**src/rtl/ex_stage_if.sv**
```systemverilog
// ex_stage_if: bundles the ID/EX inputs and EX/MEM outputs of the execute stage.
//   master : upstream side (drives the ID/EX fields, observes stall and EX/MEM)
//   slave  : ex_stage itself
// Signals
//   valid_ex, flush_ex, alu_op[4:0], alu_src, ctrl_ex[4:0], rd_ex[4:0],
//   pc4_ex, rs1_data, rs2_data, imm                     : ID/EX -> EX
//   stall_ex, valid_mem, ctrl_mem[4:0], rd_mem[4:0],
//   pc4_mem, alu_result, write_data                     : EX -> upstream / MEM
interface ex_stage_if;
    logic        valid_ex;
    logic        flush_ex;
    logic [4:0]  alu_op;
    logic        alu_src;
    logic [4:0]  ctrl_ex;
    logic [4:0]  rd_ex;
    logic [31:0] pc4_ex;
    logic [31:0] rs1_data;
    logic [31:0] rs2_data;
    logic [31:0] imm;

    logic        stall_ex;
    logic        valid_mem;
    logic [4:0]  ctrl_mem;
    logic [4:0]  rd_mem;
    logic [31:0] pc4_mem;
    logic [31:0] alu_result;
    logic [31:0] write_data;

    modport master (
        output valid_ex, flush_ex, alu_op, alu_src, ctrl_ex, rd_ex, pc4_ex,
               rs1_data, rs2_data, imm,
        input  stall_ex, valid_mem, ctrl_mem, rd_mem, pc4_mem, alu_result, write_data
    );

    modport slave (
        input  valid_ex, flush_ex, alu_op, alu_src, ctrl_ex, rd_ex, pc4_ex,
               rs1_data, rs2_data, imm,
        output stall_ex, valid_mem, ctrl_mem, rd_mem, pc4_mem, alu_result, write_data
    );
endinterface

```
**src/rtl/ex_stage.sv**
```systemverilog
// ex_stage: execute stage of the 5-stage RV32 pipeline.
// Computes single-cycle ALU results and registers them into the EX/MEM register.
// With the macro RV32M_MD_EN defined, an iterative RV32M multiply/divide unit is built
// (MD_BITS_PER_CYCLE bits per cycle, legal 1/2/4); it stalls upstream while an M-op runs.
// Without RV32M_MD_EN, M-ops are single-cycle with result 0 and stall_ex is tied low.
// Ports
//   clk   : rising-edge clock
//   reset : asynchronous active-high reset
//   bus   : ex_stage_if.slave (ID/EX fields in, stall and EX/MEM register out)
module ex_stage #(
    parameter int unsigned MD_BITS_PER_CYCLE = 1
) (
    input  logic      clk,
    input  logic      reset,
    ex_stage_if.slave bus
);
    localparam logic [4:0] OpAdd   = 5'd0;
    localparam logic [4:0] OpSub   = 5'd1;
    localparam logic [4:0] OpSll   = 5'd2;
    localparam logic [4:0] OpSlt   = 5'd3;
    localparam logic [4:0] OpSltu  = 5'd4;
    localparam logic [4:0] OpXor   = 5'd5;
    localparam logic [4:0] OpSrl   = 5'd6;
    localparam logic [4:0] OpSra   = 5'd7;
    localparam logic [4:0] OpOr    = 5'd8;
    localparam logic [4:0] OpAnd   = 5'd9;
    localparam logic [4:0] OpPassB = 5'd10;

    if (!(MD_BITS_PER_CYCLE == 1 || MD_BITS_PER_CYCLE == 2 || MD_BITS_PER_CYCLE == 4))
    begin : g_bad_md_bits
        $error("MD_BITS_PER_CYCLE must be 1, 2 or 4");
    end

    logic [31:0] op_a, op_b, alu_out, result;
    logic        issue, capture, stall, md_done;
    logic [31:0] md_result;

    assign op_a  = bus.rs1_data;
    assign op_b  = bus.alu_src ? bus.imm : bus.rs2_data;
    assign issue = bus.valid_ex & ~bus.flush_ex;

    always_comb begin
        alu_out = '0;
        case (bus.alu_op)
            OpAdd:   alu_out = op_a + op_b;
            OpSub:   alu_out = op_a - op_b;
            OpSll:   alu_out = op_a << op_b[4:0];
            OpSlt:   alu_out = ($signed(op_a) < $signed(op_b)) ? 32'd1 : 32'd0;
            OpSltu:  alu_out = (op_a < op_b) ? 32'd1 : 32'd0;
            OpXor:   alu_out = op_a ^ op_b;
            OpSrl:   alu_out = op_a >> op_b[4:0];
            OpSra:   alu_out = $signed(op_a) >>> op_b[4:0];
            OpOr:    alu_out = op_a | op_b;
            OpAnd:   alu_out = op_a & op_b;
            OpPassB: alu_out = op_b;
            default: alu_out = '0;
        endcase
    end

`ifdef RV32M_MD_EN
    localparam int unsigned MdSteps = 32 / MD_BITS_PER_CYCLE;

    localparam logic [1:0] StIdle = 2'd0;
    localparam logic [1:0] StBusy = 2'd1;
    localparam logic [1:0] StDone = 2'd2;

    logic [1:0]  state_q, state_d;
    logic [5:0]  cnt_q, cnt_d;
    // Mul: {hi, lo} product/multiplier register. Div: {remainder, quotient/dividend}.
    logic [63:0] work_q, work_d;
    logic [31:0] mag_q, mag_d;     // multiplicand or divisor magnitude
    logic        is_div_q, is_div_d;
    logic        neg_q, neg_d;     // negate the selected half at the end
    logic [1:0]  sel_q, sel_d;     // alu_op[1:0] of the running M-op

    logic        is_mop;
    logic [2:0]  mop;
    logic        a_signed, b_signed, a_neg, b_neg, special;
    logic [31:0] a_mag, b_mag;
    logic [63:0] step, prod;
    logic [32:0] tmp, sum;
    logic [31:0] lo, hi;

    assign is_mop = (bus.alu_op[4:3] == 2'b10);
    assign mop    = bus.alu_op[2:0];

    always_comb begin
        a_signed = (mop == 3'd1) | (mop == 3'd2) | (mop == 3'd4) | (mop == 3'd6);
        b_signed = (mop == 3'd1) | (mop == 3'd4) | (mop == 3'd6);
        a_neg    = a_signed & op_a[31];
        b_neg    = b_signed & op_b[31];
        a_mag    = a_neg ? (32'd0 - op_a) : op_a;
        b_mag    = b_neg ? (32'd0 - op_b) : op_b;
        // Divide by zero or signed overflow: result is known up front, skip BUSY.
        special  = mop[2] & ((op_b == 32'd0) |
                   (~mop[0] & (op_a == 32'h8000_0000) & (op_b == 32'hFFFF_FFFF)));
    end

    // MD_BITS_PER_CYCLE radix-2 steps per cycle.
    always_comb begin
        step = work_q;
        tmp  = '0;
        sum  = '0;
        for (int unsigned k = 0; k < MD_BITS_PER_CYCLE; k++) begin
            if (is_div_q) begin
                tmp = {step[63:32], step[31]};
                if (tmp >= {1'b0, mag_q}) begin
                    tmp  = tmp - {1'b0, mag_q};
                    step = {tmp[31:0], step[30:0], 1'b1};
                end else begin
                    step = {tmp[31:0], step[30:0], 1'b0};
                end
            end else begin
                sum  = {1'b0, step[63:32]} + (step[0] ? {1'b0, mag_q} : 33'd0);
                step = {sum, step[31:1]};
            end
        end
    end

    always_comb begin
        state_d  = state_q;
        cnt_d    = cnt_q;
        work_d   = work_q;
        mag_d    = mag_q;
        is_div_d = is_div_q;
        neg_d    = neg_q;
        sel_d    = sel_q;
        stall    = 1'b0;
        md_done  = 1'b0;
        case (state_q)
            StIdle: begin
                if (issue && is_mop) begin
                    stall    = 1'b1;
                    is_div_d = mop[2];
                    sel_d    = mop[1:0];
                    cnt_d    = 6'(MdSteps - 1);
                    // REM takes the dividend's sign; everything else the xor of signs.
                    neg_d    = (mop[2] & mop[1]) ? a_neg : (a_neg ^ b_neg);
                    if (special) begin
                        neg_d   = 1'b0;
                        work_d  = (op_b == 32'd0) ? {op_a, 32'hFFFF_FFFF}
                                                  : {32'd0, 32'h8000_0000};
                        state_d = StDone;
                    end else begin
                        work_d  = mop[2] ? {32'd0, a_mag} : {32'd0, b_mag};
                        mag_d   = mop[2] ? b_mag : a_mag;
                        state_d = StBusy;
                    end
                end
            end
            StBusy: begin
                if (bus.flush_ex) begin
                    state_d = StIdle;
                end else begin
                    stall  = 1'b1;
                    work_d = step;
                    if (cnt_q == 6'd0) begin
                        state_d = StDone;
                    end else begin
                        cnt_d = cnt_q - 6'd1;
                    end
                end
            end
            StDone: begin
                md_done = 1'b1;
                state_d = StIdle;
            end
            default: state_d = StIdle;
        endcase
    end

    always_comb begin
        prod = neg_q ? (64'd0 - work_q) : work_q;
        lo   = neg_q ? (32'd0 - work_q[31:0]) : work_q[31:0];
        hi   = neg_q ? (32'd0 - work_q[63:32]) : work_q[63:32];
        if (is_div_q) begin
            md_result = sel_q[1] ? hi : lo;
        end else begin
            md_result = (sel_q == 2'd0) ? prod[31:0] : prod[63:32];
        end
    end

    always_ff @(posedge clk or posedge reset) begin
        if (reset) begin
            state_q  <= StIdle;
            cnt_q    <= '0;
            work_q   <= '0;
            mag_q    <= '0;
            is_div_q <= 1'b0;
            neg_q    <= 1'b0;
            sel_q    <= '0;
        end else begin
            state_q  <= state_d;
            cnt_q    <= cnt_d;
            work_q   <= work_d;
            mag_q    <= mag_d;
            is_div_q <= is_div_d;
            neg_q    <= neg_d;
            sel_q    <= sel_d;
        end
    end
`else
    assign stall     = 1'b0;
    assign md_done   = 1'b0;
    assign md_result = '0;
`endif

    assign capture = issue & ~stall;
    assign result  = md_done ? md_result : alu_out;

    logic        valid_q;
    logic [4:0]  ctrl_q, rd_q;
    logic [31:0] pc4_q, res_q, wd_q;

    // Anything not captured (bubble, flush, stall) loads all-zero fields.
    always_ff @(posedge clk or posedge reset) begin
        if (reset) begin
            valid_q <= 1'b0;
            ctrl_q  <= '0;
            rd_q    <= '0;
            pc4_q   <= '0;
            res_q   <= '0;
            wd_q    <= '0;
        end else if (capture) begin
            valid_q <= 1'b1;
            ctrl_q  <= bus.ctrl_ex;
            rd_q    <= bus.rd_ex;
            pc4_q   <= bus.pc4_ex;
            res_q   <= result;
            wd_q    <= bus.rs2_data;
        end else begin
            valid_q <= 1'b0;
            ctrl_q  <= '0;
            rd_q    <= '0;
            pc4_q   <= '0;
            res_q   <= '0;
            wd_q    <= '0;
        end
    end

    assign bus.stall_ex   = stall;
    assign bus.valid_mem  = valid_q;
    assign bus.ctrl_mem   = ctrl_q;
    assign bus.rd_mem     = rd_q;
    assign bus.pc4_mem    = pc4_q;
    assign bus.alu_result = res_q;
    assign bus.write_data = wd_q;
endmodule

```
**src/flat_wrapper.sv**
```systemverilog
// flat-port wrapper written by rule: the top's interface ports become plain ports
module ex_stage_flat 
#(
    parameter int unsigned MD_BITS_PER_CYCLE = 1
)
  (clk, reset, bus_valid_ex, bus_flush_ex, bus_alu_op, bus_alu_src, bus_ctrl_ex, bus_rd_ex, bus_pc4_ex, bus_rs1_data, bus_rs2_data, bus_imm, bus_stall_ex, bus_valid_mem, bus_ctrl_mem, bus_rd_mem, bus_pc4_mem, bus_alu_result, bus_write_data);
  ex_stage_if bus_i ();
  input  logic clk;
  input  logic reset;
  input wire logic [$bits(bus_i.valid_ex)-1:0] bus_valid_ex;
  input wire logic [$bits(bus_i.flush_ex)-1:0] bus_flush_ex;
  input wire logic [$bits(bus_i.alu_op)-1:0] bus_alu_op;
  input wire logic [$bits(bus_i.alu_src)-1:0] bus_alu_src;
  input wire logic [$bits(bus_i.ctrl_ex)-1:0] bus_ctrl_ex;
  input wire logic [$bits(bus_i.rd_ex)-1:0] bus_rd_ex;
  input wire logic [$bits(bus_i.pc4_ex)-1:0] bus_pc4_ex;
  input wire logic [$bits(bus_i.rs1_data)-1:0] bus_rs1_data;
  input wire logic [$bits(bus_i.rs2_data)-1:0] bus_rs2_data;
  input wire logic [$bits(bus_i.imm)-1:0] bus_imm;
  output wire logic [$bits(bus_i.stall_ex)-1:0] bus_stall_ex;
  output wire logic [$bits(bus_i.valid_mem)-1:0] bus_valid_mem;
  output wire logic [$bits(bus_i.ctrl_mem)-1:0] bus_ctrl_mem;
  output wire logic [$bits(bus_i.rd_mem)-1:0] bus_rd_mem;
  output wire logic [$bits(bus_i.pc4_mem)-1:0] bus_pc4_mem;
  output wire logic [$bits(bus_i.alu_result)-1:0] bus_alu_result;
  output wire logic [$bits(bus_i.write_data)-1:0] bus_write_data;
  assign bus_i.valid_ex = bus_valid_ex;
  assign bus_i.flush_ex = bus_flush_ex;
  assign bus_i.alu_op = bus_alu_op;
  assign bus_i.alu_src = bus_alu_src;
  assign bus_i.ctrl_ex = bus_ctrl_ex;
  assign bus_i.rd_ex = bus_rd_ex;
  assign bus_i.pc4_ex = bus_pc4_ex;
  assign bus_i.rs1_data = bus_rs1_data;
  assign bus_i.rs2_data = bus_rs2_data;
  assign bus_i.imm = bus_imm;
  assign bus_stall_ex = bus_i.stall_ex;
  assign bus_valid_mem = bus_i.valid_mem;
  assign bus_ctrl_mem = bus_i.ctrl_mem;
  assign bus_rd_mem = bus_i.rd_mem;
  assign bus_pc4_mem = bus_i.pc4_mem;
  assign bus_alu_result = bus_i.alu_result;
  assign bus_write_data = bus_i.write_data;
  ex_stage #(.MD_BITS_PER_CYCLE(MD_BITS_PER_CYCLE)) u_core (.clk(clk), .reset(reset), .bus(bus_i));
endmodule
```
**config.mk**
```make
export PLATFORM = sky130hd
export DESIGN_NAME = ex_stage_flat
export DESIGN_NICKNAME = d
export VERILOG_FILES = /design/src/rtl/ex_stage_if.sv /design/src/rtl/ex_stage.sv /design/src/flat_wrapper.sv
export SDC_FILE = /design/constraint.sdc
export NUM_CORES = 1
export LEC_CHECK = 0
export ABC_AREA = 1
export ABC_CLOCK_PERIOD_IN_PS = 3800
export CORE_ASPECT_RATIO = 1.75
export CORE_MARGIN = 8
export CORE_UTILIZATION = 30
export CTS_BUF_LIST = sky130_fd_sc_hd__clkbuf_8
export CTS_CLUSTER_SIZE = 25
export DETAILED_ROUTE_END_ITERATION = 6
export PLACE_DENSITY = 0.54
export SLEW_MARGIN = 15
export SYNTH_ARGS = -nofsm -noshare
export SYNTH_HDL_FRONTEND = slang
export SYNTH_SLANG_ARGS = --single-unit
```
**constraint.sdc**
```tcl
create_clock -name clk -period 3.8 [get_ports clk]
set_clock_uncertainty 0.05 [all_clocks]
set_input_delay 0.57 -clock clk [delete_from_list [all_inputs] [get_ports clk]]
set_output_delay 0.57 -clock clk [all_outputs]
set_load 0.01 [all_outputs]
```
==> metrics.txt <==
Clock Pin Slew Worst Setup and Hold Paths roughly 0.21 ns; initial core utilization 0.304; CP dominant cell by count nor2_1; maximum vdd ir drop 179 uV; Crit path max-delay family simple AND/OR/NAND/NOR gates; global-route wire length before repair 131000 um; Final Cycle Share 0.956; CP Cell Sequence clkdlybuf4s50_1, inv_1, o21ai_0, buf_4, inv_1, ha_1, nand2_1, nor2_1, inv_1, nor2_1, nand4_1, buf_4, buf_4, nand4_1, nand3_1, nand3_1, nor2_1, nor2_1; grt total ovfl 0; FF+latch count, synth between 100 and 150; antenna violations before repair 6; Final min period 3.63 ns; top cells by area, synth dfrtp_1 19%, nand2_1 17%, nand3_1 16%; starting DRC count in detailed routing between 1500 and 2000; routability cong. about 1.0; critical path's largest stage delay approximately 0.48 ns; CP startpoint bus_rs2_data[18]; Crit Path Class in -> reg; die height between 300 and 400 um; Pwr Total around 4.8 mW; worst path bufs/invs 7; Synthesized Nets around 2700; Max Used Layer met5; layout cells sized above 1 0.114; Fillers approximately 5200; CTS Buf Count 9; max_cap viols 0; drt total wl about 95000 um; worst setup path endpoint u_core.bus.alu_result[19]; WP data required 4.11 ns; status finished clean; site row count 104; WP data arrival around 3.9 ns; total track usage 0.343; Worst Setup End Kind register; DR WL/cell about 27 um; Slowest-stage cell, CP ha_1; I/O pin count between 200 and 300; final slew viol count 0; die area around 54000 um2; Final nets about 3100; post-route ant nets 0; HP Class in -> async; WHS roughly 0.45 ns; worst rel slew slack 0.511; PD cells approximately 250 nW/um2; final hold violation count 0; die width between 150 and 200 um; Layout area overhead 36.7%; PortBufs between 200 and 300; post-synth top area cell dfrtp_1; Max H-tree Level 3; Mapped Cells between 2000 and 2500; post-synthesis sequential area ratio 0.191; via count about 19000; # clock sinks approximately 110; CP startpoint kind primary input; Critical Path Stages 18; Avg Vias per Cell 5.37; post-synthesis average cell area 5.69 um2; Synth Cell Area around 14000 um2; Distinct cells, synth 43; PnR worst setup slack 0.169 ns; DRC errors left 0; vias in the first global route 18680; Synth top area share 0.191; CORE AREA ~46000 um2; WL met3 4810 um; Clock Tree Buf Depth 2; CTS root buf clkbuf_8; dpl hpwl approximately 80000 um; pin count of the biggest net entering global routing 75; fmax between 0.2 and 0.3 GHz; worst-margin pin slew roughly 0.73 ns; crit-path max FO 9; DRT met1 WL around 32000 um; unrepaired setup endpoints after global routing no; Syn. warnings 0; pre-CTS setup slack -0.408 ns; Final setup viols 0; TritonCTS clock tree built; Pre-antenna DRT Iters 6; cell leakage power 9.95 nW; WL met2 around 50000 um
flip-flops by register name (all words and copies together) (netlist names):
register	count
u_core.bus.rd_mem	5
u_core.bus.write_data	32
u_core.bus.valid_mem	1
u_core.bus.pc4_mem	32
u_core.bus.alu_result	32
u_core.bus.ctrl_mem	5
cells in the mapped netlist:
cell type	number
o21ai_2	4
buf_2	38
o21ai_1	14
nor2_2	2
a21oi_1	109
buf_1	6
xor2_1	2
o21ai_0	103
nor3_1	20
o21bai_1	12
o2111ai_1	2
and2_1	4
o22ai_1	26
nand2_4	1
nand3_1	440
a211oi_1	2
a21o_1	1
inv_1	329
a31oi_1	6
clkbuf_1	50
inv_2	7
or2_2	27
buf_4	13
a221oi_1	3
nand2_1	648
nor2_1	285
ha_1	104
conb_1	1
nand2_2	5
dfrtp_1	107
o221ai_1	2
o31ai_1	1
buf_6	3
clkinv_1	3
nand3_2	1
or2_1	1
o211ai_1	22
o21a_1	11
nand3b_1	7
fa_1	2
a22o_1	2
nand4_1	30
nor4_1	3
repair_timing:
item                                    CTS  global route
gates resized for setup                   0             1
hold buffers                              0             0
hold endpoints to repair                  0             0
setup buffers                             0             1
endpoints found under the setup margin    0             2
how the worst min path moves through the flow:
stage	start	end	slack (ns)
2_1_floorplan	bus_ctrl_ex[0]	u_core.bus.ctrl_mem[0]	0.63
3_3_place_gp	reset	u_core.bus.write_data[31]	0.99
3_5_place_dp	reset	u_core.bus.write_data[31]	0.99
4_1_cts	reset	u_core.bus.pc4_mem[28]	0.43
5_1_grt	reset	u_core.bus.pc4_mem[28]	0.46
6_report	reset	u_core.bus.pc4_mem[28]	0.45
logic make-up after synthesis:
group,after synthesis,synth area share
buffers and inverters,449,0.129
flip-flops,107,0.191
adder cells (fa/ha/maj),106,0.0959
XOR/XNOR,2,0.00125
AND/OR/NAND/NOR,1474,0.452
AO/OA/AOI/OAI,320,0.130
other,1,0.000268
stage by stage:
| step | instance area, um2 | util | std cells | setup TNS, ns |
|---|---|---|---|---|
| final | 19100 | 0.415 | 3468 | 0 |
| after global routing | 19100 | 0.415 | 3468 | 0 |
| after CTS | 19100 | 0.414 | 3463 | 0 |
| after detailed placement | 18900 | 0.410 | 3447 | -1.81 |
| after global placement | 18900 | 0.410 | 3447 | -1.97 |
| after floorplan | 14000 | - | 2459 | 0 |
layout make-up:
cell class	instances	area [um2]	share of cell area
clock inverter	7	63.8	0.00334
sequential	107	2680	0.140
inverter	339	1280	0.0668
clock buffer	9	124	0.00648
antenna	4	10.0	0.000524
timing repair buffer	516	4690	0.245
multi-input combinational	1903	9540	0.499
tap	583	729	0.0382
where the power goes:
part	total, mW	internal [mW]	switching (mW)
clock	0.828	0.253	0.575
sequential	1.20	1.18	0.0179
combinational	2.76	0.999	1.76
total	4.79	2.43	2.36
cells in the final DEF, fill, tap and decap left out, types with 15 or more instances in the layout:
master	instances
ha_1	104
buf_12	15
clkdlybuf4s50_1	253
nand3_1	440
buf_4	247
inv_1	329
nand4_1	30
o211ai_1	22
a21oi_1	109
o22ai_1	26
nor2_1	285
nor3_1	19
or2_2	27
nand2_1	647
o21ai_0	103
dfrtp_1	107
metal layers:
metal / up-vias / GRT usage
li1: 8787 / -
met1: 8804 / 0.343
met2: 784 / 0.625
met3: 235 / 0.0418
met4: 4 / 0.280
met5: - / 0
Note: power is estimated with default switching activity, not from simulation.
